--- config.mk ---
export PLATFORM = sky130hd
export DESIGN_NAME = arith_arbiter
export DESIGN_NICKNAME = d
export VERILOG_FILES = /design/src/rtl/arith_arbiter.sv
export SDC_FILE = /design/constraint.sdc
export NUM_CORES = 1
export LEC_CHECK = 0
export ABC_AREA = 1
export CAP_MARGIN = 20
export CORE_MARGIN = 5
export CORE_UTILIZATION = 35
export CTS_BUF_LIST = sky130_fd_sc_hd__clkbuf_2
export DETAILED_ROUTE_END_ITERATION = 6
export PLACE_DENSITY = 0.74
export SYNTH_ARGS = -nofsm -noshare
export SYNTH_HDL_FRONTEND = slang
export SYNTH_SLANG_ARGS = --single-unit
--- constraint.sdc ---
create_clock -name clk -period 2 [get_ports clk]
set_input_delay 0.4 -clock clk [delete_from_list [all_inputs] [get_ports clk]]
set_output_delay 0.4 -clock clk [all_outputs]
set_load 0.02 [all_outputs]
--- src/rtl/arith_arbiter.sv ---
// Shares one registered signed arithmetic unit among NUM_REQ requesters, one operation in flight.
// Build option: define ARITH_ARB_FIXED_PRIO_EN for fixed lowest-index priority instead of round robin.
module arith_arbiter #(
  parameter int unsigned NUM_REQ   = 4,
  parameter int unsigned in_width  = 4,
  parameter int unsigned out_width = 16,
  parameter int unsigned ID_W      = 2
) (
  input  logic                        clk,
  input  logic                        rst,
  input  logic [NUM_REQ-1:0]          req_valid,
  output logic [NUM_REQ-1:0]          req_ready,
  input  logic [NUM_REQ*in_width-1:0] req_a,
  input  logic [NUM_REQ*in_width-1:0] req_b,
  input  logic [NUM_REQ*2-1:0]        req_func,
  output logic [in_width-1:0]         alu_a,
  output logic [in_width-1:0]         alu_b,
  output logic [1:0]                  alu_func,
  output logic                        alu_enable,
  input  logic [out_width-1:0]        alu_out,
  input  logic                        alu_carry,
  input  logic                        alu_flag,
  output logic                        rsp_valid,
  input  logic                        rsp_ready,
  output logic [ID_W-1:0]             rsp_id,
  output logic [out_width-1:0]        rsp_data,
  output logic                        rsp_carry,
  output logic                        rsp_div0
);

  localparam logic [1:0] StIdle  = 2'd0;
  localparam logic [1:0] StIssue = 2'd1;
  localparam logic [1:0] StWait  = 2'd2;
  localparam logic [1:0] StResp  = 2'd3;

  localparam logic [1:0] FuncDiv = 2'b11;

  logic [1:0]           state_q, state_d;
  logic [ID_W-1:0]      ptr;

  logic [in_width-1:0]  alu_a_q, alu_b_q;
  logic [1:0]           alu_func_q;
  logic [ID_W-1:0]      rsp_id_q;
  logic [out_width-1:0] rsp_data_q;
  logic                 rsp_carry_q, rsp_div0_q;

  logic                 hi_any, lo_any, gnt_any;
  logic [ID_W-1:0]      hi_id, lo_id, gnt_id;
  logic [NUM_REQ-1:0]   gnt_oh;
  logic [in_width-1:0]  gnt_a, gnt_b;
  logic [1:0]           gnt_f;
  logic                 gnt_div0;

  // The flag only matters to whoever checks the arith unit; the arbiter forwards regardless.
  logic unused_flag;
  assign unused_flag = alu_flag;

  // Grant: first valid at or above the pointer, otherwise wrap to the lowest valid index.
  always_comb begin
    hi_any = 1'b0;
    hi_id  = '0;
    lo_any = 1'b0;
    lo_id  = '0;
    for (int unsigned i = 0; i < NUM_REQ; i++) begin
      if (!hi_any && req_valid[i] && (ID_W'(i) >= ptr)) begin
        hi_any = 1'b1;
        hi_id  = ID_W'(i);
      end
      if (!lo_any && req_valid[i]) begin
        lo_any = 1'b1;
        lo_id  = ID_W'(i);
      end
    end
    gnt_any = lo_any;
    gnt_id  = hi_any ? hi_id : lo_id;
  end

  always_comb begin
    gnt_oh = '0;
    gnt_a  = '0;
    gnt_b  = '0;
    gnt_f  = '0;
    for (int unsigned i = 0; i < NUM_REQ; i++) begin
      if (gnt_any && (gnt_id == ID_W'(i))) begin
        gnt_oh[i] = 1'b1;
        gnt_a     = req_a[i*in_width +: in_width];
        gnt_b     = req_b[i*in_width +: in_width];
        gnt_f     = req_func[i*2 +: 2];
      end
    end
    gnt_div0 = (gnt_f == FuncDiv) && (gnt_b == '0);
  end

  always_comb begin
    state_d = state_q;
    case (state_q)
      StIdle:  if (gnt_any) state_d = gnt_div0 ? StResp : StIssue;
      StIssue: state_d = StWait;
      StWait:  state_d = StResp;
      StResp:  if (rsp_ready) state_d = StIdle;
      default: state_d = StIdle;
    endcase
  end

  always_ff @(posedge clk or negedge rst) begin
    if (!rst) begin
      state_q     <= StIdle;
      alu_a_q     <= '0;
      alu_b_q     <= '0;
      alu_func_q  <= '0;
      rsp_id_q    <= '0;
      rsp_data_q  <= '0;
      rsp_carry_q <= 1'b0;
      rsp_div0_q  <= 1'b0;
    end else begin
      state_q <= state_d;
      if ((state_q == StIdle) && gnt_any) begin
        alu_a_q    <= gnt_a;
        alu_b_q    <= gnt_b;
        alu_func_q <= gnt_f;
        rsp_id_q   <= gnt_id;
        // Divide-by-zero never reaches the unit; the trap response is formed right here.
        if (gnt_div0) begin
          rsp_data_q  <= '0;
          rsp_carry_q <= 1'b0;
          rsp_div0_q  <= 1'b1;
        end
      end
      if (state_q == StWait) begin
        rsp_data_q  <= alu_out;
        rsp_carry_q <= alu_carry;
        rsp_div0_q  <= 1'b0;
      end
    end
  end

`ifdef ARITH_ARB_FIXED_PRIO_EN
  assign ptr = '0;
`else
  logic [ID_W-1:0] ptr_q, ptr_d;

  always_comb begin
    ptr_d = ptr_q;
    if ((state_q == StResp) && rsp_ready) begin
      ptr_d = (rsp_id_q == ID_W'(NUM_REQ - 1)) ? '0 : rsp_id_q + ID_W'(1);
    end
  end

  always_ff @(posedge clk or negedge rst) begin
    if (!rst) begin
      ptr_q <= '0;
    end else begin
      ptr_q <= ptr_d;
    end
  end

  assign ptr = ptr_q;
`endif

  // Gated by reset so no grant escapes while the block is held in reset.
  assign req_ready  = ((state_q == StIdle) && rst) ? gnt_oh : '0;
  assign alu_a      = alu_a_q;
  assign alu_b      = alu_b_q;
  assign alu_func   = alu_func_q;
  assign alu_enable = (state_q == StIssue);
  assign rsp_valid  = (state_q == StResp);
  assign rsp_id     = rsp_id_q;
  assign rsp_data   = rsp_data_q;
  assign rsp_carry  = rsp_carry_q;
  assign rsp_div0   = rsp_div0_q;

`ifndef SYNTHESIS
  a_ready_onehot: assert property (@(posedge clk) disable iff (!rst) $onehot0(req_ready));
  a_ready_valid:  assert property (@(posedge clk) disable iff (!rst)
                                   ((req_ready & ~req_valid) == '0));
  a_rsp_stable:   assert property (@(posedge clk) disable iff (!rst)
                                   (rsp_valid && !rsp_ready) |=>
                                   (rsp_valid && $stable(rsp_data) && $stable(rsp_id)));
`endif

endmodule

==> metrics.cfg, run 1 <==
[setup_path]
reg2reg_to = rsp_data[3]$_DFFE_PN0P_
crit_path_max_incr_delay_ns = 0.45
crit_arrival_ns = 1.71
crit_path_cell_trace = inv_1 > nand2_2 > nand2_2 > nand2_4 > nand3_4 > nand3_4 > nor2_4 > nand2_2 > nor2_1 > buf_4
cp_slowest_cell = dfrtp_1
r2r_cells = 16
startpoint_type = flip-flop
crit_top_cell = nand2_2
rrSetupSlack_ns = -0.06
end_kind = output port
r2r-start = ptr[0]$_DFFE_PN0P_
worst-setup-path-type = reg -> out
required_ns = 1.60
crit_fanout = 4

[timing]
timing.final.hold_violations = 0
skew_ns = 0.01038
slew_viol_final = 0
worst_slew_pin_slew_ns = 0.4552
slew_headroom_pct = 69.65
fmax_ghz = 0.4736
period_share_pct = 105.6
grt_setup_unrepaired = yes
setup-violations-final = 22
setup_slack_ns = -0.1115
layout_min_cycle_time_ns = 2.112

[logic_synthesis]
syn-cell-area_sq_um = 2014
synth_edf_count = 0
synthArstFlopShare_pct = 100.0
synth.area.top_cells = dfrtp_1 (42%), nand2_1 (15%), nand3_2 (6.5%)
yosysSeqAreaShare_pct = 42.24
avgSynthCellArea_sq_um = 8.359
synth_seq_cells = 34
synthFlopType = dfrtp_1
ys_types = 31
syn_nets = 312
yosys.area.top_type = dfrtp_1
ys_warn_count = 0
netlist_instances = 241
synth.top_cell.area_share_pct = 42.24

[detailed_routing]
ant_nets = 0
wirelength_microns = 6168
dr_total_vias = 2104
drc_errors = 0
wl_per_cell_microns = 13.77
viasPerCell = 4.696
drt_iter0_drc = 48
dr.pass1.iters = 5

[place]
dp_hpwl_microns = 4879
gp_congestion = 0.8559
dpl_worst_slack_ns = -0.6564
place.port_buffers = 99
dpl_cell_area_sq_um = 3298

[cts]
htreeDepth = 2
clock-sinks = 34
clockBufferDepth = 2
insertion_delay_ns = 0.37
cts_hold_buf = 0
cts_buffers = 5
root_buffer = clkbuf_2
clk_pin_slew_ns = 0.19
cts_tree = yes

[layout]
final_nets = 446
final_area_sq_um = 3412
seq_area_sq_um = 850.8
multi_input_comb_area_sq_um = 1099
n_antenna_cell = 0
syn2layout_area_growth_pct = 69.38
drive_gt1_share_pct = 25.00
fillCellCount = 512
final_util_pct = 61.59

[power_and_ir_drop]
p_leak_uw = 0.001604
power_uw = 4616
vdd_drop_max_v = 0.0006492
cellPowerDensity_nw_per_um2 = 1353

[job]
maxCapViolCount = 0

[outcome]
status = finished, violations left
violations = setup timing

[hold_path]
hold_class = in -> async

[grt]
overflow = 0
track_usage_pct = 17.33
grt_pass1_vias = 2137
grt_pass1_wl_microns = 10270
antenna_found_initial = 0
grt_max_degree = 35

[floorplanning]
die_area_sq_um = 7373
core_sq_um = 5540
die_w_microns = 85.87
io-pin-count = 101
start_util_pct = 36.36
die_height_microns = 85.87
row_count = 27

## what timing repair did
action,CTS,global route
resized for setup,36,7
buffers inserted,1,2
pin swaps,3,1
setup endpoints to repair,24,23
## Yosys cell counts, types with 2 or more instances
cell type,number
a22oi_1,2
nor2_2,3
nand2_4,2
nand4_2,4
inv_2,5
inv_1,15
nand3_2,13
nand2_1,81
a21oi_1,4
dfrtp_1,34
nor2_4,5
nor2_1,10
nand2_2,4
buf_6,2
o21ai_0,8
clkbuf_1,4
a31oi_1,3
o21ai_1,2
nand3_1,23
ha_1,6
## how the worst max path moves through the flow
stage                       start               endpoint  slack, ns
5_1_grt        ptr[0]$_DFFE_PN0P_           req_ready[0]      -0.23
3_5_place_dp         req_valid[0]           req_ready[0]      -0.66
2_1_floorplan  ptr[0]$_DFFE_PN0P_  rsp_carry$_DFFE_PN0P_        0.1
6_report       ptr[0]$_DFFE_PN0P_           req_ready[0]      -0.11
4_1_cts        ptr[0]$_DFFE_PN0P_           req_ready[2]      -0.11
3_3_place_gp         req_valid[0]           req_ready[0]      -0.63
## where the power goes
part	internal [uW]	switching [uW]	total (uW)
Clock	79.8	245	325
Combinational	1440	1630	3070
Sequential	1020	205	1220
Total	2540	2080	4620
## per-layer routing
layer	vias to the layer above	GRT usage [%]	wire length (microns)
met5	-	0	0
met4	0	3.597	48
met3	5	5.187	532
met2	80	27.89	2838
met1	966	23.06	2748
li1	1053	-	-
## sequential cells by signal (all words and copies together), names as in the netlist
name,count
rsp_id,2
rsp_carry,1
state_q,2
ptr,2
rsp_data,16
alu_func,2
alu_b,4
alu_a,4
rsp_div0,1
## logic make-up (layout without fill, tap and decap cells)
family | Yosys count | in the layout | share of synthesized area, %
flops | 34 | 34 | 42.24
compound gates | 24 | 24 | 7.702
simple gates | 149 | 149 | 40.31
fa+ha+maj | 6 | 6 | 3.727
buf+inv | 28 | 163 | 6.024
## cell type report
class / count / share of cell area (%)
Clock buffer: 5 / 0.7334
Clock inverter: 3 / 0.4767
Inverter: 22 / 2.604
Multi-Input combinational cell: 179 / 32.20
Sequential cell: 34 / 24.94
Tap cell: 72 / 2.640
Timing Repair Buffer: 133 / 36.41
## cell usage in the layout (no fill, tap or decap), types with 4 or more instances in the layout
master and instances:
buf_4 34, nand2_2 10, dlygate4sd2_1 5, clkbuf_2 5, dfrtp_1 34, nand3_2 11
nand2_1 74, nor2_1 10, o21ai_0 7, inv_1 15, a21oi_1 4, ha_1 6
nor2_4 7, clkdlybuf4s50_1 89, nand3_1 23
## per-stage QoR
step | TNS [ns] | instances | hold WS, ns
2_1_floorplan | 0 | 241 | 0.1044
3_3_place_gp | -12.98 | 437 | 0.4681
3_5_place_dp | -14.47 | 437 | 0.4767
4_1_cts | -1.170 | 446 | 0.03964
5_1_grt | -4.210 | 448 | 0.04375
6_report | -1.129 | 448 | 0.03639
## critical path: cells and delay by family (launching register included)
kind / cells / cell delay (ns)
flip-flops: 1 / 0.45
AND/OR/NAND/NOR: 8 / 0.66
buffers and inverters: 2 / 0.23
Note: power is estimated with default switching activity, not from simulation.
==> run 2: changes to the inputs <==
Settings changed: MAX_ROUTING_LAYER set to met4, SKIP_LAST_GASP set to 1.
==> run 2 against run 1 <==
Net effect:
- largest power group unchanged
- final area shrank 0.62%
- sequential power barely moved
- the run still ends with setup timing left
- power is 0.78% lower
- sequential share of layout area grew 0.16 points
- highest routed layer unchanged
- global-route usage increased by 0.51 points
- non-clock buffer count is 1 lower
- register-to-register slack improved by 0.02 ns
- flip-flop and latch count stayed put
- clock skew fell by 0.0014 ns
- wire length grew 0.58%
- largest cell class unchanged
- first-iteration DRC count fell by 27%
- critical path depth unchanged
==> metrics.cfg, run 2 (synthesis results as in run 1) <==
[outcome]
status = finished, violations left
violations = setup timing

[layout]
fillCellCount = 513
final_util_pct = 61.20
syn2layout_area_growth_pct = 68.32
largest_reg_flops = 16
layout_common_cells = clkdlybuf4s50_1 (89), nand2_1 (77), dfrtp_1 (34), buf_4 (34), nand3_1 (23)
drive_gt1_share_pct = 24.00
n_antenna_cell = 0
instances_no_fill = 447
final_common_cell = clkdlybuf4s50_1
final_nets = 445

[setup_path]
worst-setup-path-type = reg -> out
crit_arrival_ns = 1.71
end_kind = output port
crit_fanout = 4
startpoint_type = flip-flop
required_ns = 1.60

[cts]
clock-sinks = 34
clockBufferDepth = 2
cts_hold_buf = 0
insertion_delay_ns = 0.38
htreeDepth = 2
cts_buffers = 5
clk_pin_slew_ns = 0.19
cts_tree = yes
root_buffer = clkbuf_2

[floorplanning]
die_height_microns = 85.87
row_count = 27
die_area_sq_um = 7373
die_w_microns = 85.87
start_util_pct = 36.36
io-pin-count = 101
core_sq_um = 5540

[detailed_routing]
wirelength_microns = 6204
viasPerCell = 4.727
ant_nets = 0
wl_per_cell_microns = 13.88
drc_errors = 0
drt_iter0_drc = 35
dr.pass1.iters = 4
dr_total_vias = 2113

[timing]
slew_viol_final = 0
slew_headroom_pct = 70.30
setup_slack_ns = -0.1078
grt_setup_unrepaired = yes
layout_min_cycle_time_ns = 2.108
skew_ns = 0.008993
setup-violations-final = 21
period_share_pct = 105.4
timing.hold.ws_ns = 0.02876
worst_slew_pin_slew_ns = 0.4455
fmax_ghz = 0.4744
timing.final.hold_violations = 0

[power_and_ir_drop]
cellPowerDensity_nw_per_um2 = 1351
pwr-share-seq_pct = 26.7
pwr-share-clk_pct = 7.2
switching_share_pct = 45.16
combPwrFrac_pct = 66.1
internal-power_uw = 2512
vdd_drop_max_v = 0.0006503
p_leak_uw = 0.001598
p_sw_uw = 2068

[grt]
grt_pass1_vias = 2110
grt_max_degree = 35
track_usage_pct = 17.84
overflow = 0
antenna_found_initial = 0
grt_pass1_wl_microns = 10250

[place]
dpl_worst_slack_ns = -0.6564
gp_congestion = 0.8696
dpl.cell_count = 437
place.port_buffers = 99
dp_hpwl_microns = 4879

[hold_path]
hold_class = in -> async

[job]
maxCapViolCount = 0

run 2: cell count changes in the layout (fill, tap and decap cells not counted), sizes merged:
cell  before  now
buf       39   38
run 2: what timing repair did:
item,4_1_cts,5_1_grt
setup endpoints to repair,24,24
setup buffers,1,1
resized for setup,33,4
pin swaps,3,2
run 2: path summary, 6_finish.rpt:
check | from | to | slack [ns] | depth (start not counted)
min | rst | ptr[0]$_DFFE_PN0P_ | 0.03 | 2
max | ptr[0]$_DFFE_PN0P_ | req_ready[0] | -0.11 | 10
max in group asynchronous | rst | rsp_data[10]$_DFFE_PN0P_ | 1.65 | 2
min in group clk | alu_b[0]$_DFFE_PN0P_ | alu_b[0]$_DFFE_PN0P_ | 0.51 | 2
min reg2reg | alu_b[0]$_DFFE_PN0P_ | alu_b[0]$_DFFE_PN0P_ | 0.51 | 2
max reg2reg | ptr[0]$_DFFE_PN0P_ | rsp_data[3]$_DFFE_PN0P_ | -0.04 | 16
run 2: power by group through the flow:
stage                     Sequential [uW]  Combinational (uW)  Clock, uW
after floorplan                      1570                1300          0
after global placement               1230                2950          0
after detailed placement             1240                2990          0
after CTS                            1230                3050        343
after global routing                 1280                3320        371
final                                1220                3030        328
run 2: metrics by stage:
step	instance area (sq um)	setup TNS, ns	power [uW]
2_1_floorplan	2014	0	2873
3_3_place_gp	3298	-12.98	4181
3_5_place_dp	3298	-14.47	4232
4_1_cts	3368	-1.507	4617
5_1_grt	3391	-4.250	4966
6_report	3391	-0.6369	4580
run 2: cell type report:
class / instances / area, sq um / area share, %
Inverter: 22 / 86.33 / 2.546
Timing Repair Buffer: 132 / 1231 / 36.31
Sequential cell: 34 / 850.8 / 25.09
Clock inverter: 3 / 16.27 / 0.4797
Tap cell: 72 / 90.09 / 2.657
Clock buffer: 5 / 25.02 / 0.7380
Multi-Input combinational cell: 179 / 1091 / 32.18
run 2: worst max-delay path: stages, from the launching register on:
cell     delay, ns
dfrtp_1       0.45
inv_1         0.08
nand2_2       0.05
nand2_2       0.07
nand2_4       0.08
nand2_4       0.09
nand3_4       0.11
nor2_4        0.11
nand2_2       0.06
nor2_1        0.08
buf_4         0.15
run 2: per-layer routing:
| layer | part of all wire, % | track usage, % | up-vias |
|---|---|---|---|
| met3 | 7.2 | 4.419 | 8 |
| li1 | - | - | 1056 |
| met5 | 0 | - | - |
| met1 | 46 | 23.78 | 973 |
| met4 | 1.1 | 3.453 | 0 |
| met2 | 46 | 27.68 | 76 |
